--- src/rtl/imem_dmem_arbiter_pkg.sv ---
// Shared types for the imem/dmem unified-port arbiter.
package imem_dmem_arbiter_pkg;

    typedef enum logic [1:0] {
        IDLE,
        SERVE_I,
        SERVE_D
    } arb_state_t;

    typedef enum logic [1:0] {
        GRANT_NONE,
        GRANT_I,
        GRANT_D
    } grant_t;

    typedef struct packed {
        logic [31:0] addr;
        logic [3:0]  rmask;
        logic [3:0]  wmask;
        logic [31:0] wdata;
    } mem_req_t;

    localparam int STARVE_MAX_DEFAULT = 4;

endpackage

--- src/rtl/imem_dmem_arbiter_select.sv ---
// Combinational grant pick: dmem has priority unless imem has been starved STARVE_MAX times.
module imem_dmem_arbiter_select
    import imem_dmem_arbiter_pkg::*;
#(
    parameter int STARVE_MAX = STARVE_MAX_DEFAULT,
    parameter int CNT_W      = 3
) (
    input  logic             imem_req,
    input  logic             dmem_req,
    input  logic [CNT_W-1:0] starve_cnt,
    output grant_t           grant
);

    localparam logic [CNT_W-1:0] STARVE_LIM = CNT_W'(STARVE_MAX);

    always_comb begin
        grant = GRANT_NONE;
        if (dmem_req && !(imem_req && starve_cnt == STARVE_LIM)) begin
            grant = GRANT_D;
        end else if (imem_req) begin
            grant = GRANT_I;
        end
    end

endmodule

--- src/rtl/imem_dmem_arbiter.sv ---
// Arbitrates fetch and data requests onto one registered memory port and steers responses back.
// Optional ARB_PERF_EN adds grant and imem-wait performance counters.
//
//  state   | meaning
//  IDLE    | no owner; pick a requester and register it onto mem_*
//  SERVE_I | imem owns the port; wait for mem_resp (may be dropped by flush)
//  SERVE_D | dmem owns the port; wait for mem_resp
module imem_dmem_arbiter
    import imem_dmem_arbiter_pkg::*;
#(
    parameter int STARVE_MAX = STARVE_MAX_DEFAULT
) (
    input  logic        clk,
    input  logic        rst_n,
    input  logic [31:0] imem_addr,
    input  logic [3:0]  imem_rmask,
    input  logic        imem_flush,
    output logic [31:0] imem_rdata,
    output logic        imem_resp,
    input  logic [31:0] dmem_addr,
    input  logic [3:0]  dmem_rmask,
    input  logic [3:0]  dmem_wmask,
    input  logic [31:0] dmem_wdata,
    output logic [31:0] dmem_rdata,
    output logic        dmem_resp,
    output logic [31:0] mem_addr,
    output logic [3:0]  mem_rmask,
    output logic [3:0]  mem_wmask,
    output logic [31:0] mem_wdata,
    input  logic [31:0] mem_rdata,
    input  logic        mem_resp
`ifdef ARB_PERF_EN
    ,
    output logic [31:0] perf_igrant,
    output logic [31:0] perf_dgrant,
    output logic [31:0] perf_iwait
`endif
);

    localparam int               CNT_W      = $clog2(STARVE_MAX + 1);
    localparam logic [CNT_W-1:0] STARVE_LIM = CNT_W'(STARVE_MAX);

    arb_state_t       state;
    mem_req_t         mem_req;
    logic [CNT_W-1:0] starve_cnt;
    logic             drop;
    logic             imem_req;
    logic             dmem_req;
    grant_t           grant;

    assign imem_req = |imem_rmask;
    assign dmem_req = |(dmem_rmask | dmem_wmask);

    imem_dmem_arbiter_select #(
        .STARVE_MAX (STARVE_MAX),
        .CNT_W      (CNT_W)
    ) u_arb_select (
        .imem_req   (imem_req),
        .dmem_req   (dmem_req),
        .starve_cnt (starve_cnt),
        .grant      (grant)
    );

    always_ff @(posedge clk or negedge rst_n) begin
        if (!rst_n) begin
            state      <= IDLE;
            mem_req    <= '0;
            starve_cnt <= '0;
            drop       <= 1'b0;
        end else begin
            case (state)
                IDLE: begin
                    if (grant == GRANT_D) begin
                        mem_req <= '{addr: dmem_addr, rmask: dmem_rmask,
                                     wmask: dmem_wmask, wdata: dmem_wdata};
                        state   <= SERVE_D;
                        if (imem_req && starve_cnt != STARVE_LIM) begin
                            starve_cnt <= starve_cnt + CNT_W'(1);
                        end
                    end else if (grant == GRANT_I) begin
                        mem_req    <= '{addr: imem_addr, rmask: imem_rmask,
                                        wmask: 4'h0, wdata: 32'h0};
                        state      <= SERVE_I;
                        starve_cnt <= '0;
                    end
                end
                SERVE_D: begin
                    if (mem_resp) begin
                        mem_req.rmask <= 4'h0;
                        mem_req.wmask <= 4'h0;
                        state         <= IDLE;
                    end
                end
                SERVE_I: begin
                    // The flushed fetch still completes on the port; only its response is hidden.
                    if (mem_resp) begin
                        mem_req.rmask <= 4'h0;
                        mem_req.wmask <= 4'h0;
                        drop          <= 1'b0;
                        state         <= IDLE;
                    end else if (imem_flush) begin
                        drop <= 1'b1;
                    end
                end
                default: state <= IDLE;
            endcase
        end
    end

    assign mem_addr  = mem_req.addr;
    assign mem_rmask = mem_req.rmask;
    assign mem_wmask = mem_req.wmask;
    assign mem_wdata = mem_req.wdata;

    always_comb begin
        imem_resp  = (state == SERVE_I) && mem_resp && !drop && !imem_flush;
        dmem_resp  = (state == SERVE_D) && mem_resp;
        imem_rdata = imem_resp ? mem_rdata : 32'h0;
        dmem_rdata = dmem_resp ? mem_rdata : 32'h0;
    end

`ifdef ARB_PERF_EN
    always_ff @(posedge clk or negedge rst_n) begin
        if (!rst_n) begin
            perf_igrant <= 32'h0;
            perf_dgrant <= 32'h0;
            perf_iwait  <= 32'h0;
        end else begin
            if (state == IDLE && grant == GRANT_I) perf_igrant <= perf_igrant + 32'd1;
            if (state == IDLE && grant == GRANT_D) perf_dgrant <= perf_dgrant + 32'd1;
            if (imem_req && state != SERVE_I)      perf_iwait  <= perf_iwait + 32'd1;
        end
    end
`endif

endmodule

--- config.mk ---
export PLATFORM = sky130hd
export DESIGN_NAME = imem_dmem_arbiter
export DESIGN_NICKNAME = d
export VERILOG_FILES = /design/src/rtl/imem_dmem_arbiter_pkg.sv /design/src/rtl/imem_dmem_arbiter_select.sv /design/src/rtl/imem_dmem_arbiter.sv
export SDC_FILE = /design/constraint.sdc
export NUM_CORES = 1
export LEC_CHECK = 0
export CORE_AREA = 2 2 110 112
export CTS_BUF_LIST = sky130_fd_sc_hd__clkbuf_4
export CTS_CLUSTER_DIAMETER = 150
export DETAILED_ROUTE_END_ITERATION = 10
export DIE_AREA = 0 0 112 114
export GPL_ROUTABILITY_DRIVEN = 0
export PLACE_DENSITY_LB_ADDON = 0.25
export SLEW_MARGIN = 20
export SYNTH_ARGS = -nofsm -noshare
export SYNTH_HDL_FRONTEND = slang
export SYNTH_SLANG_ARGS = --single-unit
--- constraint.sdc ---
create_clock -name clk -period 5.7 [get_ports clk]
set_input_delay 0.57 -clock clk [delete_from_list [all_inputs] [get_ports clk]]
set_output_delay 0.57 -clock clk [all_outputs]
set_load 0.02 [all_outputs]
* After elaboration in Yosys (flattened, before gate mapping)
Index checks and enable logic that the tools add are counted.
** Word-level totals
- Word-level logic and storage cells :: 57
- Bits in registers :: 78
- Input port bits :: 144
** Cells by class
- Reduce and logical (&&, ||, !) cells :: 22
- $add $sub $neg :: 1
- Equality and inequality tests :: 9
- Mux-type cells :: 17
- Bitwise operators :: 1
** Operators with widths (number)
- 72-bit two-way mux :: 2
- 32-bit two-way mux :: 2
- 8-bit one-hot mux with 2 select lines :: 1
- 3-bit two-way mux :: 3
- 2-bit two-way mux :: 4
- 8-bit two-way mux :: 1
- 4-bit OR reduction :: 2
- 1-bit logical AND :: 7
- 3-bit inequality test, second input constant :: 2
- 2-bit AND reduction :: 3
- 3-bit AND reduction :: 2
- 2-bit nonzero test :: 3
- 2-bit by 1-bit equality test with 1-bit output, second input constant :: 2
- 2-bit equality test, second input constant :: 2
- 2-bit by 1-bit inequality test with 1-bit output, second input constant :: 2
- 4-bit bitwise OR :: 1
- 2-bit one-hot mux with 2 select lines :: 1
- 3-bit by 1-bit adder with 3-bit output, second input constant :: 1
- 3-bit equality test, second input constant :: 1
- 1-bit logical NOT :: 3
- 1-bit two-way mux :: 3
- 2-bit logical NOT :: 1
- 2-bit OR reduction :: 1

* Logic depth before layout (Yosys ltp)
Gate-level depths: netlist of the first run.
- Word-level depth :: 9
- Depth in mapped cells :: 7
- Gate-level depth less buffers :: 6

* Modules after synthesis
From an unflattened synthesis of the first run, not the netlist that was laid out.
** Unflattened totals
- Cells, all modules :: 446
- Area, all modules :: 4116.4 um2
** By module, submodules not included
- imem_dmem_arbiter :: seq. area each 1951.9 um2, cells an instance 442, area an instance 4083.9 um2, instances 1
- imem_dmem_arbiter_select :: seq. area each 0.0 um2, cells an instance 4, area an instance 32.5 um2, instances 1

* Worst setup path after synthesis of the first run
Ideal clock, no wire load.
- Kind :: input to output
- From :: in mem_resp
- To :: out imem_rdata[22]
- Stages on the path :: 5
- Setup slack :: 3.303 ns
- Data arrival time :: 1.827 ns
- Buffers on the path :: 2
- Cells stage by stage :: clkbuf_1 nand2_1 nor3_1 clkbuf_1 and2_1
** On the way
- Cells in the longest elaborated chain, start to end :: 4
** RTL lines
- start, declared :: RTL line imem_dmem_arbiter.sv:31 : input logic mem_resp
- 1-bit logical AND (3 in series) :: RTL line imem_dmem_arbiter.sv:116 : imem_resp = (state == SERVE_I) && mem_resp && !drop && !imem_flush;
- named net imem_resp :: RTL line imem_dmem_arbiter.sv:19 : output logic imem_resp,
- 32-bit two-way mux :: RTL line imem_dmem_arbiter.sv:118 : imem_rdata = imem_resp ? mem_rdata : 32'h0;
- end, declared :: RTL line imem_dmem_arbiter.sv:18 : output logic [31:0] imem_rdata,
The timed path passes the listed nets, and every way through them passes these cells.

* Worst setup path in the final report of the first run
- From :: in mem_resp
- To :: out imem_rdata[24]
** On the way
- Cells in the longest elaborated chain, start to end :: 4
** RTL lines (RTL line)
- 1-bit logical AND (3 in series) :: imem_dmem_arbiter.sv:116
- 32-bit two-way mux :: imem_dmem_arbiter.sv:118
No other way between the ends.

==> out/results.ini, run 1 <==
[status]
status = completed

[worst_setup_path]
endpoint_kind = primary output
cp_data_required_time_ps = 5130
cp_max_fo = 38
r2r_slack_ps = 3650
start_kind = primary input
crit_type = primary input to primary output
r2r-start = starve_cnt[0]
reg2reg_depth = 6
critPathArrivalTime_ps = 2950
r2r_end = mem_addr[19]

[die]
io_pins = 282
die_y_um = 114
initial_core_util = 0.327
die_x_um = 112
fp.dieArea_um2 = 12800
core_area_um2 = 11700
std_cell_rows = 40

[synth]
yosysWarnings = 0
synth_fp_nets = 505
ys_ff_latch = 78
synth_cell_types = 31
avgSynthCellArea_um2 = 10.8
ys_seq_area_frac = 0.509
syn-cell-area_um2 = 3830
postSynthCellCount = 356

[power_and_ir_drop]
ir_drop_v = 0.000266
intPower_mw = 1.92
p_leak_nw = 2.89
power.share.clock = 0.112
powerDensity_nw_per_um2 = 476
switching_share = 0.416
switchingPower_mw = 1.37
pwr-share-seq = 0.295
p_comb_frac = 0.594
finalPower_mw = 3.29

[cells_and_area]
layout-drive-gt1-share = 0.0429
postLayoutCellArea_um2 = 6920
synthToLayoutAreaGrowth_pct = 80.5
utilization = 0.591
fin_nets = 775

[clock_tree]
cts-hold-fix-buffers = 0
cts_setup_buffers = 0
clock-root-buffer = clkbuf_4
clk_latency_ps = 430
clockBufferDepth = 2
ctsResizeCount = 0
cts_tree = built
clock-sinks = 78
h-tree-depth = 3
numCtsBuffers = 9
clk_pin_slew_ps = 120

[routing]
drc = 0
wire_per_inst_um = 16.9
viasPerCell = 4.86
initialDrtViolationCount = 165
dr.pass1.iters = 4
vias = 3781
wl_um = 13200
drtAntennaViolNets = 0

[worst_hold_path]
hold_class = flop to flop
worstHoldPathCells = 2
hold_start = mem_rmask[0]
min_to = mem_rmask[0]

[sta]
setup_viol = 0
min_period_over_period = 0.618
fin_setup_tns_ps = 0
hold_viol = 0
rsz0062_at_grt = false
fmax_mhz = 284
period_minus_slack_ps = 3520
relSlewSlack = 0.351
fin_skew_ps = 14.3
worst_pin_slew_ps = 964
slew_viol_final = 0

[run]
drv_cap = 0

[global_routing]
grt_pass1_vias = 3853
overflow = 0
grt_max_degree = 79
grt_pass1_wl_um = 19900
antenna_found_initial = 1
track_usage = 0.198

[placement]
place_area_um2 = 6720
io_buffers = 281
dp_hpwl_um = 10300

-- cell families (layout without fill, tap and decap cells) --
family	Yosys count	in the layout	synth area share
AOI/OAI and AO/OA	85	85	0.153
adders and majority gates	5	5	0.0163
buffers and inverters	34	308	0.0503
DFF	78	78	0.509
muxes	38	38	0.0996
other	0	1	0
and+or+nand+nor	116	116	0.172
-- how the worst max path moves through the flow --
stage	start	to	slack [ps]	depth (start not counted)
2_1_floorplan	mem_resp	imem_rdata[22]	3300	5
3_3_place_gp	dmem_wmask[2]	mem_addr[21]	2010	6
3_5_place_dp	mem_resp	imem_rdata[24]	1820	6
4_1_cts	mem_resp	imem_rdata[24]	1820	6
5_1_grt	mem_resp	imem_rdata[24]	1970	6
6_report	mem_resp	imem_rdata[24]	2180	6
-- cell usage after synthesis --
cell	instances	share of area
dfrtp_1	78	0.51
inv_1	6	0.0059
and3_1	32	0.052
o21ai_1	7	0.0091
buf_2	4	0.0052
nor2_8	1	0.0052
a22o_1	36	0.082
ha_1	5	0.016
nor2_1	32	0.031
mux2i_1	37	0.097
nor3_2	1	0.0026
a32o_1	1	0.0026
o22ai_1	1	0.0016
nor4_1	3	0.0049
o21bai_1	1	0.0020
o32a_1	1	0.0026
nand2_1	8	0.0078
a21oi_1	34	0.044
nand3_1	1	0.0013
and2_1	33	0.054
a21o_1	2	0.0039
nor3_1	1	0.0013
or4_4	1	0.0029
clkbuf_1	16	0.016
mux2_1	1	0.0029
buf_6	8	0.024
a31oi_1	1	0.0016
a41o_1	1	0.0026
nor4b_1	1	0.0023
nand2b_1	1	0.0016
nor3_4	1	0.0042
-- critical path, stage by stage --
cell and delay, ps:
clkdlybuf4s50_1 460, buf_4 280, nand2_1 140, nor3_4 650, and2_1 230, clkdlybuf4s50_1 610
-- through the flow --
stage          hold slack [ps]  worst slack [ps]  std cells
2_1_floorplan              274              3300        356
3_3_place_gp               471              2010        760
5_1_grt                    527              1970        778
4_1_cts                    316              1820        775
3_5_place_dp               475              1820        760
6_report                   494              2180        778
-- layer usage --
| metal | GRT usage | vias up | wire [µm] |
|---|---|---|---|
| li1 | - | 1815 | - |
| met1 | 0.204 | 1759 | 4680 |
| met2 | 0.362 | 161 | 6880 |
| met3 | 0.0388 | 46 | 848 |
| met4 | 0.141 | 0 | 745 |
| met5 | 0 | - | 0 |
-- registers in the layout, indices dropped and copies added, names as in the netlist --
name,count
state,2
mem_wdata,32
mem_addr,32
mem_wmask,4
mem_rmask,4
starve_cnt,3
drop,1
-- power groups by stage --
stage / Clock, mW / Combinational [mW] / Sequential, mW
after CTS: 0.382 / 1.97 / 0.969
after detailed placement: 0 / 1.97 / 0.978
after floorplan: 0 / 0.828 / 1.27
final: 0.367 / 1.95 / 0.970
after global placement: 0 / 1.93 / 0.969
after global routing: 0.403 / 2.09 / 1.00
-- cell type report --
type                       count  area [µm²]
clock buffer                  10        75.1
tap                          147         184
sequential                    78        1950
multi-input combinational    244        1730
clock inverter                 5        75.1
timing repair buffer         287        2880
antenna                        1        2.50
inverter                       6        22.5
fill                        1029        4790
-- cells in the final DEF (no fill, tap or decap), types with 2 or more instances in the layout --
master	Yosys	final
a21o_1	2	2
a21oi_1	34	34
a22o_1	36	36
and2_1	33	33
and3_1	32	32
buf_4	0	5
bufinv_16	0	2
clkbuf_4	0	10
clkdlybuf4s50_1	0	280
clkinv_1	0	2
dfrtp_1	78	78
ha_1	5	5
inv_1	6	6
mux2i_1	37	37
nand2_1	8	8
nor2_1	32	32
nor3_4	1	2
nor4_1	3	3
o21ai_1	7	6
No activity file was read; power rests on OpenSTA's default activity.
==> inputs of run 2 (changes only) <==
- CORE_AREA: 2 2 110 112 -> 2 2 113 115
- DIE_AREA: 0 0 112 114 -> 0 0 115 117
- clock period: 5.7 -> 3.22 ns (I/O delays scaled with it)
==> out/results.ini, run 2 (synthesis results as in run 1) <==
[die]
die_y_um = 117  ; +2.6%
fp.dieArea_um2 = 13500  ; +5.4%
std_cell_rows = 41  ; +2.5%
initial_core_util = 0.311  ; -0.0160
core_area_um2 = 12300  ; +5.1%
die_x_um = 115  ; +2.7%
io_pins = 282  ; unchanged

[worst_setup_path]
r2r-start = starve_cnt[0]
cp_data_required_time_ps = 2900  ; -2230 ps
r2r_slack_ps = 1130  ; -2520 ps
reg2reg_depth = 6  ; unchanged
crit_type = flop to primary output
start_kind = flop
r2r_end = mem_addr[11]
critPathCapture = imem_rdata[1]
cp_max_fo = 33  ; -13%
endpoint_kind = primary output
startpoint = state[1]
critPathArrivalTime_ps = 2320  ; -630 ps

[routing]
drtAntennaViolNets = 0  ; unchanged
drc = 0  ; unchanged
viasPerCell = 4.80  ; -1.2%
wire_per_inst_um = 17.2  ; +1.6%
wl_um = 13500  ; +2.6%
dr.pass1.iters = 5  ; +1
initialDrtViolationCount = 116  ; -30%
vias = 3774  ; -0.19%

[clock_tree]
clk_pin_slew_ps = 130  ; about the same
clockBufferDepth = 2  ; unchanged
ctsResizeCount = 0  ; unchanged
clock-sinks = 78  ; unchanged
clk_latency_ps = 430  ; about the same
numCtsBuffers = 9  ; unchanged
h-tree-depth = 3  ; unchanged
clock-root-buffer = clkbuf_4
cts_tree = built

[power_and_ir_drop]
p_comb_frac = 0.598  ; +0.004
switchingPower_mw = 2.45  ; +80%
p_leak_nw = 2.90  ; +0.36%
ir_drop_v = 0.000372  ; +40%
switching_share = 0.423  ; +0.00718
intPower_mw = 3.35  ; +74%
powerDensity_nw_per_um2 = 839  ; +76%
pwr-share-seq = 0.297  ; +0.002
power.share.clock = 0.105  ; -0.007

[cells_and_area]
postLayoutCellArea_um2 = 6920  ; unchanged
final_common_cell = clkdlybuf4s50_1
layout-drive-gt1-share = 0.0521  ; +0.00919
final_cell_mix = 280 x clkdlybuf4s50_1, 78 x dfrtp_1, 37 x mux2i_1
fin_nets = 778  ; +0.39%
synthToLayoutAreaGrowth_pct = 80.5  ; unchanged

[sta]
setup_viol = 0  ; unchanged
rsz0062_at_grt = false
slew_viol_final = 0  ; unchanged
hold_viol = 0  ; unchanged
period_minus_slack_ps = 2640
min_period_over_period = 0.820
worst_slack_ps = 579  ; -1600 ps
fin_setup_tns_ps = 0  ; unchanged
worst_pin_slew_ps = 706  ; -258 ps
fin_skew_ps = 21.4  ; +7.12 ps
fmax_mhz = 379
relSlewSlack = 0.529  ; +0.178

[placement]
dp_slack_ps = 508  ; -1320 ps
dp_hpwl_um = 10600  ; +3.1%
io_buffers = 281  ; unchanged
place_area_um2 = 6760  ; +0.54%

[global_routing]
grt_pass1_wl_um = 19700  ; -0.83%
grt_max_degree = 79  ; unchanged
antenna_found_initial = 3  ; +2
track_usage = 0.192  ; -0.00623
overflow = 0  ; unchanged
grt_pass1_vias = 3708  ; -3.8%

[worst_hold_path]
worstHoldPathCells = 2  ; unchanged
hold_class = primary input to flop

[run]
drv_cap = 0  ; unchanged

[status]
status = completed

[run 2: cell types whose count changed in the layout (fill, tap and decap cells not counted), sizes merged]
cell      delta
inv          +1
clkinv       -1
clkbuf       +1
buf          +3
clkinvlp     +1
diode        +1
bufinv       -1
[run 2: area by class of cell]
| cell class | instances | area, µm² |
|---|---|---|
| Antenna cell | 2 | 5.00 |
| Inverter | 6 | 22.5 |
| Fill cell | 1133 | 5390 |
| Clock inverter | 5 | 58.8 |
| Timing Repair Buffer | 290 | 2900 |
| Tap cell | 150 | 188 |
| Sequential cell | 78 | 1950 |
| Clock buffer | 11 | 82.6 |
| Multi-Input combinational cell | 244 | 1710 |
[run 2: stage by stage]
stage / utilization / total power, mW / cells / hold slack, ps
after CTS: 0.560 / 5.86 / 783 / 46.3
after detailed placement: 0.549 / 5.24 / 767 / 481
after global placement: 0.549 / 5.15 / 767 / 479
after global routing: 0.562 / 6.17 / 785 / 449
after floorplan: - / 3.72 / 356 / 26.4
final: 0.562 / 5.81 / 786 / 491
[run 2: critical path, cell delays in order, from the launching register on]
cell and delay, ps:
dfrtp_1 410, inv_1 80, ha_1 190, nand2_1 80
nor3_2 100, buf_4 270, and2_1 160, clkdlybuf4s50_1 630
[run 2: power by group through the flow]
| stage | logic [mW] | clock network [mW] | registers [mW] |
|---|---|---|---|
| after floorplan | 1.47 | 0 | 2.25 |
| after global placement | 3.43 | 0 | 1.73 |
| after detailed placement | 3.50 | 0 | 1.74 |
| after CTS | 3.51 | 0.630 | 1.73 |
| after global routing | 3.72 | 0.672 | 1.78 |
| final | 3.47 | 0.607 | 1.72 |
[run 2: how the worst min path moves through the flow]
stage                              start       endpoint  slack [ps]
after floorplan                    rst_n           drop          30
after global placement      mem_rmask[1]   mem_rmask[1]         480
after detailed placement    mem_rmask[1]   mem_rmask[1]         480
after CTS                          rst_n    mem_addr[8]          50
after global routing      dmem_wdata[11]  mem_wdata[11]         450
final                     dmem_wdata[11]  mem_wdata[11]         490
[run 2: what timing repair did]
| action | in CTS | in global routing |
|---|---|---|
| hold endpoints to repair | 0 | 78 |
| endpoints found under the setup margin | 0 | 0 |
| setup buffers | 0 | 0 |
| hold buffers | 0 | 1 |
[run 2: layer usage]
layer  share of wire  global-route usage  vias up
li1                -                   -     1816
met1            0.36               0.195     1780
met2            0.53               0.364      157
met3           0.086              0.0608       19
met4           0.019              0.0795        2
met5         0.00096                   0        -
